[src/rtl/dram_read_pipe_if.sv]
// Bundle of request-side and Avalon-MM signals for dram_read_pipe.
// The master modport is the pipe's own view: it takes read requests and
// drives the Avalon-MM read master. The slave modport is the environment's view.
interface dram_read_pipe_if #(
  parameter int MAXBURST_LOG   = 4,
  parameter int READNUM_SIZE   = 31,
  parameter int DRAM_ADDRSPACE = 64,
  parameter int DRAM_DATAWIDTH = 512
);
  logic                          READ_REQ;
  logic [DRAM_ADDRSPACE-1:0]     READ_INITADDR;
  logic [READNUM_SIZE:0]         READ_NUM;
  logic [DRAM_ADDRSPACE-1:0]     READ_STRIDE;
  logic [DRAM_DATAWIDTH-1:0]     READ_DATA;
  logic                          READ_DATAEN;
  logic                          READ_RDY;
  logic                          READ_DONE;
  logic [DRAM_DATAWIDTH-1:0]     AVALON_MM_READDATA;
  logic                          AVALON_MM_READDATAVALID;
  logic                          AVALON_MM_WAITREQUEST;
  logic [DRAM_ADDRSPACE-1:0]     AVALON_MM_ADDRESS;
  logic                          AVALON_MM_READ;
  logic [DRAM_DATAWIDTH/8-1:0]   AVALON_MM_BYTEENABLE;
  logic [MAXBURST_LOG:0]         AVALON_MM_BURSTCOUNT;

  modport master (
    input  READ_REQ, READ_INITADDR, READ_NUM, READ_STRIDE,
    input  AVALON_MM_READDATA, AVALON_MM_READDATAVALID, AVALON_MM_WAITREQUEST,
    output READ_DATA, READ_DATAEN, READ_RDY, READ_DONE,
    output AVALON_MM_ADDRESS, AVALON_MM_READ, AVALON_MM_BYTEENABLE, AVALON_MM_BURSTCOUNT
  );

  modport slave (
    output READ_REQ, READ_INITADDR, READ_NUM, READ_STRIDE,
    output AVALON_MM_READDATA, AVALON_MM_READDATAVALID, AVALON_MM_WAITREQUEST,
    input  READ_DATA, READ_DATAEN, READ_RDY, READ_DONE,
    input  AVALON_MM_ADDRESS, AVALON_MM_READ, AVALON_MM_BYTEENABLE, AVALON_MM_BURSTCOUNT
  );
endinterface

[src/rtl/dram_read_pipe.sv]
// dram_read_pipe: splits a READ_NUM-beat read into Avalon-MM bursts of up to
// 2^MAXBURST_LOG beats, limits in-flight beats to 2^OUTSTD_LOG, and passes the
// returned data straight through. Optional performance counters (PERF_CYCLES,
// PERF_STALLS) are built only when DRAM_READ_PIPE_PERFCNT_EN is defined.
module dram_read_pipe #(
  parameter int MAXBURST_LOG   = 4,
  parameter int READNUM_SIZE   = 31,
  parameter int DRAM_ADDRSPACE = 64,
  parameter int DRAM_DATAWIDTH = 512,
  parameter int OUTSTD_LOG     = 6
) (
  input  logic CLK,
  input  logic RST,
  dram_read_pipe_if.master bus
`ifdef DRAM_READ_PIPE_PERFCNT_EN
  ,
  output logic [31:0] PERF_CYCLES,
  output logic [31:0] PERF_STALLS
`endif
);
  localparam int NW  = READNUM_SIZE + 1;
  localparam int BCW = MAXBURST_LOG + 1;
  localparam int OW  = OUTSTD_LOG + 2;
  localparam logic [BCW-1:0] MAX_BC = BCW'(1 << MAXBURST_LOG);
  localparam logic [OW-1:0]  CREDIT = OW'(1 << OUTSTD_LOG);
  // Contiguous step: one full burst worth of bytes.
  localparam logic [DRAM_ADDRSPACE-1:0] DEF_STEP =
    DRAM_ADDRSPACE'((DRAM_DATAWIDTH / 8) * (1 << MAXBURST_LOG));

  typedef enum logic [1:0] {IDLE, ISSUE, DRAIN} state_t;

  state_t                    state_reg, state_next;
  logic [DRAM_ADDRSPACE-1:0] addr_reg;
  logic [DRAM_ADDRSPACE-1:0] step_reg;
  logic [NW-1:0]             bursts_left_reg;
  logic [NW-1:0]             remaining_reg, remaining_next;
  logic [BCW-1:0]            last_bc_reg;
  logic [OUTSTD_LOG:0]       outstanding_reg, outstanding_next;
  logic                      done_reg;

  logic [MAXBURST_LOG-1:0]   num_lo;
  logic [BCW-1:0]            cur_bc;
  logic [OW-1:0]             outs_sum;
  logic                      active, credit_ok, rd, accept, beat, last_beat;
  logic                      req_go, req_zero;

  assign num_lo = bus.READ_NUM[MAXBURST_LOG-1:0];

  // Handshake decode, credit check and in-flight/remaining bookkeeping.
  always_comb begin
    active    = (state_reg != IDLE);
    req_go    = (state_reg == IDLE) && bus.READ_REQ;
    req_zero  = req_go && (bus.READ_NUM == '0);
    cur_bc    = '0;
    if (state_reg == ISSUE)
      cur_bc = (bursts_left_reg == NW'(1)) ? last_bc_reg : MAX_BC;
    // Credit only grows while a burst waits, so READ never drops mid-wait.
    credit_ok = (OW'(outstanding_reg) + OW'(cur_bc)) <= CREDIT;
    rd        = (state_reg == ISSUE) && credit_ok;
    accept    = rd && !bus.AVALON_MM_WAITREQUEST;
    // Beats arriving while idle (e.g. after a reset) never touch the counters.
    beat      = active && bus.AVALON_MM_READDATAVALID;
    last_beat = beat && (remaining_reg == NW'(1));
    outs_sum  = OW'(outstanding_reg) + (accept ? OW'(cur_bc) : OW'(0));
    if (beat && (outs_sum != '0))
      outs_sum = outs_sum - OW'(1);
    outstanding_next = outs_sum[OUTSTD_LOG:0];
    remaining_next   = remaining_reg;
    if (beat && (remaining_reg != '0))
      remaining_next = remaining_reg - NW'(1);
  end

  // Next-state logic.
  always_comb begin
    state_next = state_reg;
    case (state_reg)
      IDLE:    if (bus.READ_REQ && (bus.READ_NUM != '0)) state_next = ISSUE;
      ISSUE: begin
        if (last_beat)
          state_next = IDLE;
        else if (accept && (bursts_left_reg == NW'(1)))
          state_next = DRAIN;
      end
      DRAIN:   if (last_beat) state_next = IDLE;
      default: state_next = IDLE;
    endcase
  end

  // State register.
  always_ff @(posedge CLK or posedge RST) begin
    if (RST) state_reg <= IDLE;
    else     state_reg <= state_next;
  end

  // Transfer context: latched on request, stepped per accepted burst.
  always_ff @(posedge CLK or posedge RST) begin
    if (RST) begin
      addr_reg        <= '0;
      step_reg        <= '0;
      bursts_left_reg <= '0;
      remaining_reg   <= '0;
      last_bc_reg     <= '0;
      outstanding_reg <= '0;
      done_reg        <= 1'b0;
    end else begin
      done_reg <= req_zero || last_beat;
      if (req_go) begin
        addr_reg        <= bus.READ_INITADDR;
        step_reg        <= (bus.READ_STRIDE == '0) ? DEF_STEP : bus.READ_STRIDE;
        bursts_left_reg <= NW'(bus.READ_NUM >> MAXBURST_LOG) + NW'(|num_lo);
        last_bc_reg     <= (num_lo == '0) ? MAX_BC : {1'b0, num_lo};
        remaining_reg   <= bus.READ_NUM;
        outstanding_reg <= '0;
      end else begin
        if (accept) begin
          addr_reg        <= addr_reg + step_reg;
          bursts_left_reg <= bursts_left_reg - NW'(1);
        end
        remaining_reg   <= remaining_next;
        outstanding_reg <= outstanding_next;
      end
    end
  end

  assign bus.READ_DATA            = bus.AVALON_MM_READDATA;
  assign bus.READ_DATAEN          = bus.AVALON_MM_READDATAVALID;
  assign bus.READ_RDY             = (state_reg == IDLE);
  assign bus.READ_DONE            = done_reg;
  assign bus.AVALON_MM_ADDRESS    = addr_reg;
  assign bus.AVALON_MM_READ       = rd;
  assign bus.AVALON_MM_BYTEENABLE = '1;
  assign bus.AVALON_MM_BURSTCOUNT = cur_bc;

`ifdef DRAM_READ_PIPE_PERFCNT_EN
  logic [31:0] perf_cycles_reg, perf_stalls_reg;
  logic        stall;

  assign stall = (state_reg == ISSUE) &&
                 ((rd && bus.AVALON_MM_WAITREQUEST) || !credit_ok);

  // Cycle count starts at 1 for the request cycle and includes the done cycle.
  always_ff @(posedge CLK or posedge RST) begin
    if (RST) begin
      perf_cycles_reg <= '0;
      perf_stalls_reg <= '0;
    end else if (req_go) begin
      perf_cycles_reg <= 32'd1;
      perf_stalls_reg <= '0;
    end else begin
      if (active || done_reg) perf_cycles_reg <= perf_cycles_reg + 32'd1;
      if (stall)              perf_stalls_reg <= perf_stalls_reg + 32'd1;
    end
  end

  assign PERF_CYCLES = perf_cycles_reg;
  assign PERF_STALLS = perf_stalls_reg;
`endif
endmodule

[src/flat_wrapper.sv]
// flat-port wrapper written by rule: the top's interface ports become plain ports
module dram_read_pipe_flat 
#(
  parameter int MAXBURST_LOG   = 4,
  parameter int READNUM_SIZE   = 31,
  parameter int DRAM_ADDRSPACE = 64,
  parameter int DRAM_DATAWIDTH = 512,
  parameter int OUTSTD_LOG     = 6
)
  (CLK, RST, bus_READ_REQ, bus_READ_INITADDR, bus_READ_NUM, bus_READ_STRIDE, bus_AVALON_MM_READDATA, bus_AVALON_MM_READDATAVALID, bus_AVALON_MM_WAITREQUEST, bus_READ_DATA, bus_READ_DATAEN, bus_READ_RDY, bus_READ_DONE, bus_AVALON_MM_ADDRESS, bus_AVALON_MM_READ, bus_AVALON_MM_BYTEENABLE, bus_AVALON_MM_BURSTCOUNT);
  dram_read_pipe_if #(.MAXBURST_LOG(MAXBURST_LOG), .READNUM_SIZE(READNUM_SIZE), .DRAM_ADDRSPACE(DRAM_ADDRSPACE), .DRAM_DATAWIDTH(DRAM_DATAWIDTH)) bus_i ();
  input  logic CLK;
  input  logic RST;
  input wire logic [$bits(bus_i.READ_REQ)-1:0] bus_READ_REQ;
  input wire logic [$bits(bus_i.READ_INITADDR)-1:0] bus_READ_INITADDR;
  input wire logic [$bits(bus_i.READ_NUM)-1:0] bus_READ_NUM;
  input wire logic [$bits(bus_i.READ_STRIDE)-1:0] bus_READ_STRIDE;
  input wire logic [$bits(bus_i.AVALON_MM_READDATA)-1:0] bus_AVALON_MM_READDATA;
  input wire logic [$bits(bus_i.AVALON_MM_READDATAVALID)-1:0] bus_AVALON_MM_READDATAVALID;
  input wire logic [$bits(bus_i.AVALON_MM_WAITREQUEST)-1:0] bus_AVALON_MM_WAITREQUEST;
  output wire logic [$bits(bus_i.READ_DATA)-1:0] bus_READ_DATA;
  output wire logic [$bits(bus_i.READ_DATAEN)-1:0] bus_READ_DATAEN;
  output wire logic [$bits(bus_i.READ_RDY)-1:0] bus_READ_RDY;
  output wire logic [$bits(bus_i.READ_DONE)-1:0] bus_READ_DONE;
  output wire logic [$bits(bus_i.AVALON_MM_ADDRESS)-1:0] bus_AVALON_MM_ADDRESS;
  output wire logic [$bits(bus_i.AVALON_MM_READ)-1:0] bus_AVALON_MM_READ;
  output wire logic [$bits(bus_i.AVALON_MM_BYTEENABLE)-1:0] bus_AVALON_MM_BYTEENABLE;
  output wire logic [$bits(bus_i.AVALON_MM_BURSTCOUNT)-1:0] bus_AVALON_MM_BURSTCOUNT;
  assign bus_i.READ_REQ = bus_READ_REQ;
  assign bus_i.READ_INITADDR = bus_READ_INITADDR;
  assign bus_i.READ_NUM = bus_READ_NUM;
  assign bus_i.READ_STRIDE = bus_READ_STRIDE;
  assign bus_i.AVALON_MM_READDATA = bus_AVALON_MM_READDATA;
  assign bus_i.AVALON_MM_READDATAVALID = bus_AVALON_MM_READDATAVALID;
  assign bus_i.AVALON_MM_WAITREQUEST = bus_AVALON_MM_WAITREQUEST;
  assign bus_READ_DATA = bus_i.READ_DATA;
  assign bus_READ_DATAEN = bus_i.READ_DATAEN;
  assign bus_READ_RDY = bus_i.READ_RDY;
  assign bus_READ_DONE = bus_i.READ_DONE;
  assign bus_AVALON_MM_ADDRESS = bus_i.AVALON_MM_ADDRESS;
  assign bus_AVALON_MM_READ = bus_i.AVALON_MM_READ;
  assign bus_AVALON_MM_BYTEENABLE = bus_i.AVALON_MM_BYTEENABLE;
  assign bus_AVALON_MM_BURSTCOUNT = bus_i.AVALON_MM_BURSTCOUNT;
  dram_read_pipe #(.MAXBURST_LOG(MAXBURST_LOG), .READNUM_SIZE(READNUM_SIZE), .DRAM_ADDRSPACE(DRAM_ADDRSPACE), .DRAM_DATAWIDTH(DRAM_DATAWIDTH), .OUTSTD_LOG(OUTSTD_LOG)) u_core (.CLK(CLK), .RST(RST), .bus(bus_i));
endmodule
[config.mk]
export PLATFORM = sky130hd
export DESIGN_NAME = dram_read_pipe_flat
export DESIGN_NICKNAME = d
export VERILOG_FILES = /design/src/rtl/dram_read_pipe_if.sv /design/src/rtl/dram_read_pipe.sv /design/src/flat_wrapper.sv
export SDC_FILE = /design/constraint.sdc
export NUM_CORES = 1
export LEC_CHECK = 0
export CAP_MARGIN = 20
export CORE_AREA = 2 2 522 524
export CTS_BUF_LIST = sky130_fd_sc_hd__clkbuf_8
export CTS_CLUSTER_DIAMETER = 40
export CTS_CLUSTER_SIZE = 14
export DETAILED_ROUTE_END_ITERATION = 16
export DIE_AREA = 0 0 524 526
export REMOVE_ABC_BUFFERS = 1
export SLEW_MARGIN = 20
export SYNTH_ARGS = -nofsm -noshare
export SYNTH_HDL_FRONTEND = slang
export SYNTH_SLANG_ARGS = --single-unit
[constraint.sdc]
create_clock -name CLK -period 9.55 [get_ports CLK]
set_clock_uncertainty 0.15 [all_clocks]
set_input_delay 2.865 -clock CLK [delete_from_list [all_inputs] [get_ports CLK]]
set_output_delay 2.865 -clock CLK [all_outputs]
set_load 0.005 [all_outputs]
==> run metrics <==
Routed WL per cell 69.59 um; min-delay worst type register to register; cts bufs inserted 43; maximum number of pins on one net before global-route repair between 100 and 150; die width 524 um; hold depth 2; Final Cycle Share 0.9149; Worst setup SP type register; GRT busiest layer met2; Port Buf Inserts about 240; R2R depth 27; Detail Route Antenna Nets 0; max cap viols 0; Slew @ Worst Pin 1.073 ns; post-route cell area ~22,000 um2; Initial Utilization 0.06856; pwr/cell area 331.0 nW/um2; Placed Cells incl. Taps 5,545; overall die height 526 um; latest clock arrival within the worst-skew pair 0.63 ns; CTS Hold Bufs 0; Setup Buffers After CTS 0; DP Area 21,050 um2; Layout area overhead 19.41%; Peak VDD IR 0.1293 mV; leakage just under 0.008 uW; CTS tree yes; #FFs+latches synth 207; CP max stage delay 0.66 ns; Final HPWL DP between 300,000 and 400,000 um; Slew Limit Fails 0; most used cell, CP nor2_1; overall routed net length slightly below 400,000 um; worst rel slew slack 0.2781; CP Capture Type output port; H-tree Lvls 2; most frequent cells in the layout nand2_1 (362), clkdlybuf4s50_1 (237), dfrtp_1 (207); GRT Total Usage 0.2755; first-pass GRT wire length 423,900 um; met3 usage 0.4500; Most used DFF post-synth dfrtp_1; crit path kind register to output port; Synth warnings 0; Ports 1,326; hold_sp u_core.step_reg[59]; NumNets Final 2,780; Placer Congestion ~1.4; non-filler cells, final around 5,600; vias per cell 3.201; via count between 15,000 and 20,000; met2 Use GR 0.5235; final core utilization 0.08187; critical-path cell list or4_1 > nor4_1 > nand3_1 > nor2_1 > nand4b_1 > nor2_1 > buf_4 > and2_1 > ha_1 > a21o_1 > a21oi_1 > o21bai_1 > o311a_1 > a211oi_1 > nor3_1 > clkdlybuf4s50_1; Min-Delay Endpoint u_core.step_reg[59]; Final Hold Fails 0; TritonRoute pass-1 iters 6; syn avg cell area 7.946 um2; full die area 275,600 um2; Sink Count around 210; vias in the first global route 14,752; RSZ-0062 raised after global routing no; worst-path fanout max 9; Worst R2R Setup Slack 1.55 ns; async set-reset flop share out of synthesis 1.000; cells after synthesis 2,328; Data required, critical path between 6 and 7 ns; FF-to-FF End u_core.outstanding_reg[5]; Post-synth EDFFs 0; commonest non-fill, non-tap cell in the layout nand2_1; status complete, no violations; WP data arrival 5.72 ns; Unique masters post-synth 75; Clock Tree Buf Depth 3; Crit-path slowest cell clkdlybuf4s50_1; clock-pin slew on the worst setup and hold paths ~0.060 ns; register area share after synthesis 0.2800; DRC Markers 0; initial antenna violation count 49; crit path time final 8.738 ns; Reg2Reg Launch Point u_core.bursts_left_reg[2]; Total Power 7312 uW; grt met1 use 0.05197; First DRT Iteration DRCs 1,967; root buf cell clkbuf_8; Final Setup Violations 0; Core Region approximately 270,000 um2; fmax 114.4 MHz; Congestion Overflow GR 0; Synth Cell Area 18,500 um2; post-CTS resize count 0; share of cells above drive strength 1 0.05304; # rows 191; Final Hold Slack 0.3322 ns
-- area by class of cell --
class	count	area, um2
Sequential cell	207	5180
Tap cell	3570	4467
Fill cell	31492	247700
Clock inverter	34	374.1
Clock buffer	46	633.1
Timing Repair Buffer	247	2485
Multi-Input combinational cell	1481	8756
Inverter	40	157.7
Antenna cell	15	37.54
-- layer usage --
layer	up-vias	wire (um)
li1	6827	-
met1	7928	31320
met2	2981	209700
met3	259	132400
met4	58	16020
met5	-	3101
-- how the worst max path moves through the flow --
stage / from / slack [ns] / cells after the start / to
floorplan: u_core.bursts_left_reg[2] / -0.18 / 24 / u_core.outstanding_reg[5]
global placement: u_core.bursts_left_reg[2] / 1.38 / 16 / bus_AVALON_MM_READ
detailed placement: u_core.bursts_left_reg[2] / 1.39 / 16 / bus_AVALON_MM_READ
CTS: u_core.bursts_left_reg[2] / 0.71 / 16 / bus_AVALON_MM_READ
global route: u_core.bursts_left_reg[2] / 0.36 / 16 / bus_AVALON_MM_READ
finish: u_core.bursts_left_reg[2] / 0.81 / 16 / bus_AVALON_MM_READ
-- report_power, final --
part	switching [uW]	internal, uW	leakage, uW
Sequential	394	1310	0.00249
Clock	496	611	0.000499
Combinational	2750	1750	0.00493
-- cells by family (layout without fill, tap and decap cells) --
logic type,after synthesis,count (layout),synth area share
buf+inv,703,367,0.2609
fa+ha+maj,83,83,0.05736
simple gates,747,747,0.1849
flops,207,207,0.2800
compound gates,463,463,0.1571
mux,10,10,0.005614
xor+xnor,114,114,0.05397
other cells,1,79,0.0002027
-- worst max-delay path, delay by kind of cell, from the launching register on --
family | cells | cell delay, ns
compound gates | 5 | 1.31
fa+ha+maj | 1 | 0.25
buf+inv | 2 | 0.83
flops | 1 | 0.42
simple gates | 8 | 2.31
-- synth_stat cells (6+ instances only) --
cell type,count,area (um2)
buf_1,6,22.52
nand4_1,28,175.2
a221oi_1,11,96.34
nand3_1,47,235.2
dfrtp_1,207,5180
o221ai_1,6,52.55
o21bai_1,14,105.1
nand2b_1,6,37.54
nor2_1,132,495.5
a211oi_1,10,75.07
nand2_1,363,1363
or4_1,14,105.1
and3_1,26,162.7
a21oi_1,149,745.7
a311oi_1,6,52.55
o22ai_1,32,200.2
o311ai_0,11,96.34
and2_1,9,56.30
a221o_1,8,80.08
and4_1,7,61.31
nor4_1,42,262.8
o21a_1,10,75.07
a31oi_1,14,87.58
inv_1,40,150.1
xnor2_1,64,560.5
nor2b_1,13,81.33
o21ai_0,97,485.5
xor2_1,50,437.9
ha_1,80,1001
o211ai_1,17,127.6
buf_4,581,4362
nor3_1,38,190.2
mux2i_1,7,70.07
o21ai_1,7,35.03
a21o_1,35,262.8
clkbuf_1,71,266.5
-- per-stage QoR --
step,worst slack (ns),setup TNS [ns]
after floorplan,-0.1807,-0.8213
after global placement,1.382,0
after detailed placement,1.393,0
after CTS,0.7103,0
after global routing,0.3588,0
final,0.8125,0
(Power assumes the default switching activity.)
